--- config.mk ---
export PLATFORM = sky130hd
export DESIGN_NAME = pr_decoder
export DESIGN_NICKNAME = d
export VERILOG_FILES = /design/src/rtl/pr_decoder.sv
export SDC_FILE = /design/constraint.sdc
export NUM_CORES = 1
export LEC_CHECK = 0
export CAP_MARGIN = 10
export CORE_MARGIN = 5
export CORE_UTILIZATION = 47
export CTS_CLUSTER_SIZE = 20
export DETAILED_ROUTE_END_ITERATION = 10
export GPL_TIMING_DRIVEN = 1
export PLACE_DENSITY = 0.75
export SETUP_SLACK_MARGIN = 0.15
export SKIP_CTS_REPAIR_TIMING = 1
export SLEW_MARGIN = 30
export SYNTH_ARGS = -nofsm -noshare
export SYNTH_HDL_FRONTEND = slang
export SYNTH_SLANG_ARGS = --single-unit
--- constraint.sdc ---
create_clock -name clk -period 1.3 [get_ports clk]
set_input_delay 0.26 -clock clk [delete_from_list [all_inputs] [get_ports clk]]
set_output_delay 0.26 -clock clk [all_outputs]
set_load 0.05 [all_outputs]
--- src/rtl/pr_decoder.sv ---
// Serial priority decoder: rebuilds an N-bit request mask from the strictly
// decreasing index stream produced by pr_coder, one index per handshake beat.
module pr_decoder #(
    parameter int N  = 8,
    parameter int IW = 3,
    parameter int CW = 4
) (
    input  logic          clk,
    input  logic          rst_n,
    input  logic          in_valid,
    output logic          in_ready,
    input  logic [IW-1:0] in_idx,
    input  logic          in_last,
    output logic          out_valid,
    input  logic          out_ready,
    output logic [N-1:0]  out_mask,
    output logic [CW-1:0] out_cnt,
    output logic          out_err
);

    typedef enum logic {S_ACC, S_OUT} state_t;

    state_t        state, state_d;
    logic [N-1:0]  acc_mask, nxt_mask, set_mask;
    logic [CW-1:0] acc_cnt, nxt_cnt;
    logic          acc_err, nxt_err;
    logic [IW-1:0] prev_idx;
    logic          idx_ok, beat;

    // Out-of-range indices only exist when N is not a power of two.
    generate
        if (N == (1 << IW)) begin : g_full
            assign idx_ok = 1'b1;
        end else begin : g_part
            assign idx_ok = (32'(in_idx) < N);
        end
    endgenerate

    assign in_ready  = (state == S_ACC);
    assign out_valid = (state == S_OUT);
    assign beat      = in_valid && (state == S_ACC);

    always_comb begin
        set_mask = '0;
        if (idx_ok) set_mask[in_idx] = 1'b1;
        nxt_mask = acc_mask | set_mask;
        // Any non-decreasing step breaks the peel-highest-first ordering.
        nxt_err  = acc_err | !idx_ok | ((acc_cnt != '0) && (in_idx >= prev_idx));
        nxt_cnt  = (&acc_cnt) ? acc_cnt : acc_cnt + CW'(1);
    end

    always_comb begin
        state_d = state;
        case (state)
            S_ACC: if (beat && in_last) state_d = S_OUT;
            S_OUT: if (out_ready)       state_d = S_ACC;
            default:                    state_d = S_ACC;
        endcase
    end

    always_ff @(posedge clk or negedge rst_n) begin
        if (!rst_n) state <= S_ACC;
        else        state <= state_d;
    end

    always_ff @(posedge clk or negedge rst_n) begin
        if (!rst_n) begin
            acc_mask <= '0;
            acc_cnt  <= '0;
            acc_err  <= 1'b0;
            prev_idx <= '0;
            out_mask <= '0;
            out_cnt  <= '0;
            out_err  <= 1'b0;
        end else if (beat) begin
            acc_mask <= nxt_mask;
            acc_cnt  <= nxt_cnt;
            acc_err  <= nxt_err;
            prev_idx <= in_idx;
            if (in_last) begin
                out_mask <= nxt_mask;
                out_cnt  <= nxt_cnt;
                out_err  <= nxt_err;
            end
        end else if (state == S_OUT && out_ready) begin
            acc_mask <= '0;
            acc_cnt  <= '0;
            acc_err  <= 1'b0;
            prev_idx <= '0;
        end
    end

endmodule

Word-level counts from Yosys, hierarchy flattened
Cells that the tools add are included.
- reduce and logical (&&, ||, !) cells: 9
- bitwise operators: 3
- order comparisons: 3
- mux-type cells: 14
- $add $sub $neg: 1
- operators with widths (kind ; count):
    $mux W8 ; 2
    $mux W4 ; 3
    $or A8 B8 Y8 ; 1
    $mux W3 ; 2
    $logic_and A1 B1 Y1 ; 5
    $mux W1 ; 5
    $add A4 B1 Y4 const B ; 1
    $lt A3 B4 Y1 const B ; 1
    $reduce_and A4 Y1 ; 1
    $reduce_bool A4 Y1 ; 1
    $demux W1 S3 ; 1
    $ge A3 B1 Y1 const B ; 1
    $ge A3 B3 Y1 ; 1
    $pmux W1 S2 ; 1
    $reduce_and A2 Y1 ; 1
    $reduce_bool A2 Y1 ; 1
    $not A1 Y1 ; 1
    $or A1 B1 Y1 ; 1
- bits in registers: 30
- logic and storage cells: 38
- output and inout bits: 15
- input bits: 8

Logic depth before layout (Yosys ltp)
Gate-level depths: netlist (run 1).
- depth after elaboration: 6
- mapped depth: 6
- mapped depth without buffers: 6

Least setup slack after synthesis (run 1)
Ideal clock, no wire load.
- path type: register to register
- start point: reg state (netlist: out_valid)
- end point: reg acc_cnt[3]
- library setup time: 128 ps
- arrival time: 1370 ps
- slack: -198 ps
- path buffers: 0
- clock period less this slack: 1498 ps
- stages on the path, launching flop included: 4
- data required time: 1172 ps
- cells stage by stage: dfrtp_1 > inv_1 > nand2_1 > o21ai_0
- word-level cells in the longest chain between the ends: 3
- elaborated cells between the ends (all ways): 5
- those cells by class: mux: 1; bitwise: 1; reduce/logical: 3
- ends and longest elaborated chain (element ; line ; source):
    start: declaration ; 23 ; state_t state, state_d;
    start signal: assignment ; 63 ; else state <= state_d;
    $not A1 Y1 * ; -- ;
    named net in_ready ; 11 ; output logic in_ready,
    $logic_and A1 B1 Y1 * ; 41 ; assign beat = in_valid && (state == S_ACC);
    $mux W4 / $reduce_bool A2 Y1 (equally long branches) ; -- ;
    end signal: assignment ; 77 ; acc_cnt <= nxt_cnt;
    end: declaration ; 25 ; logic [CW-1:0] acc_cnt, nxt_cnt;
The timed path passes the listed nets; every way through them passes the cells marked *.
A chain may end at the register's enable or synchronous reset.

Worst setup path after layout (run 1)
- start point: reg prev_idx[0]
- end point: reg out_err
- word-level cells in the longest chain between the ends: 3
- ends and longest elaborated chain (element ; line ; source):
    start: declaration ; 27 ; logic [IW-1:0] prev_idx;
    start signal: assignment ; 79 ; prev_idx <= in_idx;
    $ge A3 B3 Y1 ; 48 ; nxt_err = acc_err | !idx_ok | ((acc_cnt != '0) && (in_idx >= prev_idx));
    $logic_and A1 B1 Y1 ; 48 ;
    $or A1 B1 Y1 ; 48 ;
    end signal: assignment ; 83 ; out_err <= nxt_err;
    end: declaration ; 18 ; output logic out_err
No other way between the ends.

==> key figures, run 1 <==
Run status
  – Status: finished, violations left
  – Failing checks: negative setup slack

Yosys
  – Synthesized area: 1380 sq um
  – Post-synth EDFFs: 0
  – Synthesized Nets: 149
  – Xor-xnor portion of the synthesized cell area: 0.633%
  – Yosys warning count: 0
  – Synth Area in Simple Gates: 14.6%
  – Synthesized flop and latch total: 30
  – Post-synthesis area per instance: 10.2 sq um
  – Largest family of logic cells by synthesized area: compound AO/OA/AOI/OAI gates
  – Multiplexer share of the synthesized area: 1.45%
  – Cell variety after synth: 25
  – Post-synthesis sequential area ratio: 54.2%
  – Adder-cell area share of the yosys netlist: 4.52%
  – Prevailing post-synth register cell: dfrtp_1
  – Compound-Gate Fraction of Synth Area: 19.5%
  – Cell count after synthesis: 136
  – Post-synth ARST share: 100%

Die
  – Starting Density: 49.8%
  – Die Y: 64.3 microns
  – Num rows: 19
  – Placeable Area: 2780 sq um
  – Top Ports: 23
  – DIE AREA: 4130 sq um
  – Die W: 64.3 microns

Timing
  – Post-layout minimum cycle time: 1.52 ns
  – Smallest hold slack: 0.264 ns
  – Maximum clock rate: 656 MHz
  – Final worst slack: -0.225 ns
  – Final slew viol count: 0
  – Post-Route Skew: 0.0109 ns
  – Period utilisation layout: 117%
  – Worst-Margin Slew: 0.332 ns
  – Final setup violation count: 15
  – Unrepaired setup endpoints after global routing: true
  – Final hold vios: 0
  – Slew headroom: 77.7%

Placed design
  – Inst Count DP: 201
  – I/O Buffers: 22
  – Routability cong.: 0.887
  – Post-DP HPWL: 2270 microns
  – Dpl ws: -0.630 ns

Critical path
  – Crit path required time: 1.53 ns
  – Worst EP arrival: 1.76 ns
  – CP Capture Type: register
  – Worst-path fanout max: 2
  – Worst Setup Start Kind: register
  – Crit-path max cell delay: 0.40 ns
  – Critical-path cell list: ha_1, nand2b_4, a211oi_4, a211oi_2, o31a_1
  – CP max stage cell: dfrtp_1
  – Critical path class: reg2reg

Power
  – Switching Fraction: 39.4%
  – Sequential share of power: 35.2%
  – Total power: 3880 uW
  – Combinational power share: 48.9%
  – Switching pwr: 1530 uW
  – Cell-internal power: 2350 uW
  – Leakage: 0.00107 uW
  – Power density cells: 1690 nW/um^2
  – Clock power share: 16.0%
  – Worst VDD drop: 1.28 mV

Clocking
  – CTS buffer count: 5
  – CTS max path bufs: 2
  – CTS root buffer: clkbuf_4
  – H-tree levels: 2
  – Worst-Skew Late Latency: 0.35 ns
  – CTS Sinks: 30
  – CTS tree: built
  – CTS clk-pin slew, worst paths: 0.10 ns

Drt
  – Via count: 1223
  – Iter 0 DRT Violations: 55
  – Residual DRC: 0
  – DR vias/cell: 5.46
  – Post-route ant nets: 0
  – DRT Wirelength: 3860 microns
  – Routed WL per cell: 17.2 microns
  – TritonRoute pass-1 iters: 4

Finish
  – Nets: 205
  – Layout cells sized above 1: 51.3%
  – Non-filler cells, final: 224
  – Commonest non-fill, non-tap cell in the layout: dfrtp_1
  – Post-layout util: 82.4%
  – Most frequent cells in the layout: dfrtp_1 (24), buf_4 (19), buf_12 (18)
  – Antenna diodes: 0
  – Area grow syn2layout: 65.6%

GRT
  – Gr ovfl total: 0
  – Initial antenna violation count: 0
  – Largest net degree at the start of global routing: 31
  – GRT Util Overall: 17.3%
  – First-pass GRT wire length: 5610 microns
  – Vias in the first global route: 1193

Job
  – Maxcap violations: 0

Worst hold path
  – Worst hold path class: in2async
## layer usage
layer	track usage (%)	share of wire [%]	vias to the layer above
met5	0	0	-
met4	7.63	2.2	0
met3	5.25	6.5	10
met2	28.4	51	44
met1	20.8	40	591
li1	-	-	578
## power groups by stage
| stage | registers [uW] | logic (uW) | clock network (uW) |
|---|---|---|---|
| after detailed placement | 1360 | 1600 | 0 |
| after global routing | 1390 | 2000 | 679 |
| after global placement | 1350 | 1560 | 0 |
| after floorplan | 1670 | 495 | 0 |
| after CTS | 1340 | 1610 | 625 |
| final | 1360 | 1890 | 619 |
## state kept, by name, summed over array words and instances (netlist names)
| register | flops |
|---|---|
| out_err | 1 |
| prev_idx | 3 |
| out_mask | 8 |
| out_cnt | 4 |
| acc_mask | 8 |
| out_valid | 1 |
| acc_cnt | 4 |
| acc_err | 1 |
## stage by stage
stage,area [sq um],TNS (ns)
global route,2290,-1.89
CTS,2010,-0.620
finish,2290,-0.723
global placement,1950,-4.98
floorplan,1420,-0.0346
detailed placement,1950,-6.23
## path summary, 6_finish.rpt
| check | startpoint | end | slack (ns) | cells past startpoint |
|---|---|---|---|---|
| min in group clk | in_idx[0] | prev_idx[0] | 0.37 | 4 |
| max in group asynchronous | rst_n | out_valid | 0.85 | 2 |
| setup / recovery | prev_idx[0] | out_err | -0.22 | 5 |
| setup reg to reg | prev_idx[0] | out_err | -0.22 | 5 |
| hold reg to reg | acc_mask[5] | acc_mask[5] | 0.53 | 2 |
| hold / removal | rst_n | prev_idx[2] | 0.26 | 2 |
## cells in the mapped netlist (all sizes together) (2+ instances only)
cell type,count,area (sq um)
inv,9,33.8
mux2i,2,20.0
dfrtp,30,751
o21ai,19,121
a31oi,6,37.5
a211oi,2,25.0
nor2b,2,20.0
buf,4,35.0
nand2b,3,26.3
ha,5,62.6
nand2,22,90.1
nor2,11,41.3
a21oi,12,60.1
nand3,5,25.0
## critical path, delay by kind of cell (launching register included)
kind | cells | cell delay [ns]
simple gates | 1 | 0.15
flops | 1 | 0.40
fa+ha+maj | 1 | 0.28
compound gates | 3 | 0.57
## area by class of cell
class	count	area (sq um)
clock inverters	2	12.5
clock buffers	6	51.3
repair buffers	53	708
fillers	150	490
flip-flops and latches	30	761
multi-input cells	93	682
well taps	31	38.8
inverters	9	37.5
## kinds of logic (layout without fill, tap and decap cells)
| logic type | after synthesis | count (layout) |
|---|---|---|
| buf+inv | 13 | 70 |
| simple gates | 43 | 43 |
| mux | 2 | 2 |
| compound gates | 42 | 42 |
| flops | 30 | 30 |
| fa+ha+maj | 5 | 5 |
| xor+xnor | 1 | 1 |
(Power assumes the default switching activity.)
==> inputs of run 2 (changes only) <==
--- a/config.mk
+++ b/config.mk
@@ -5,7 +5,7 @@
 export SDC_FILE = /design/constraint.sdc
 export NUM_CORES = 1
 export LEC_CHECK = 0
-export CAP_MARGIN = 10
+export CAP_MARGIN = 20
 export CORE_MARGIN = 5
 export CORE_UTILIZATION = 47
 export CTS_CLUSTER_SIZE = 20
==> results of run 2 <==
Same layout as run 1: the final DEF is identical, and so are final timing and power.
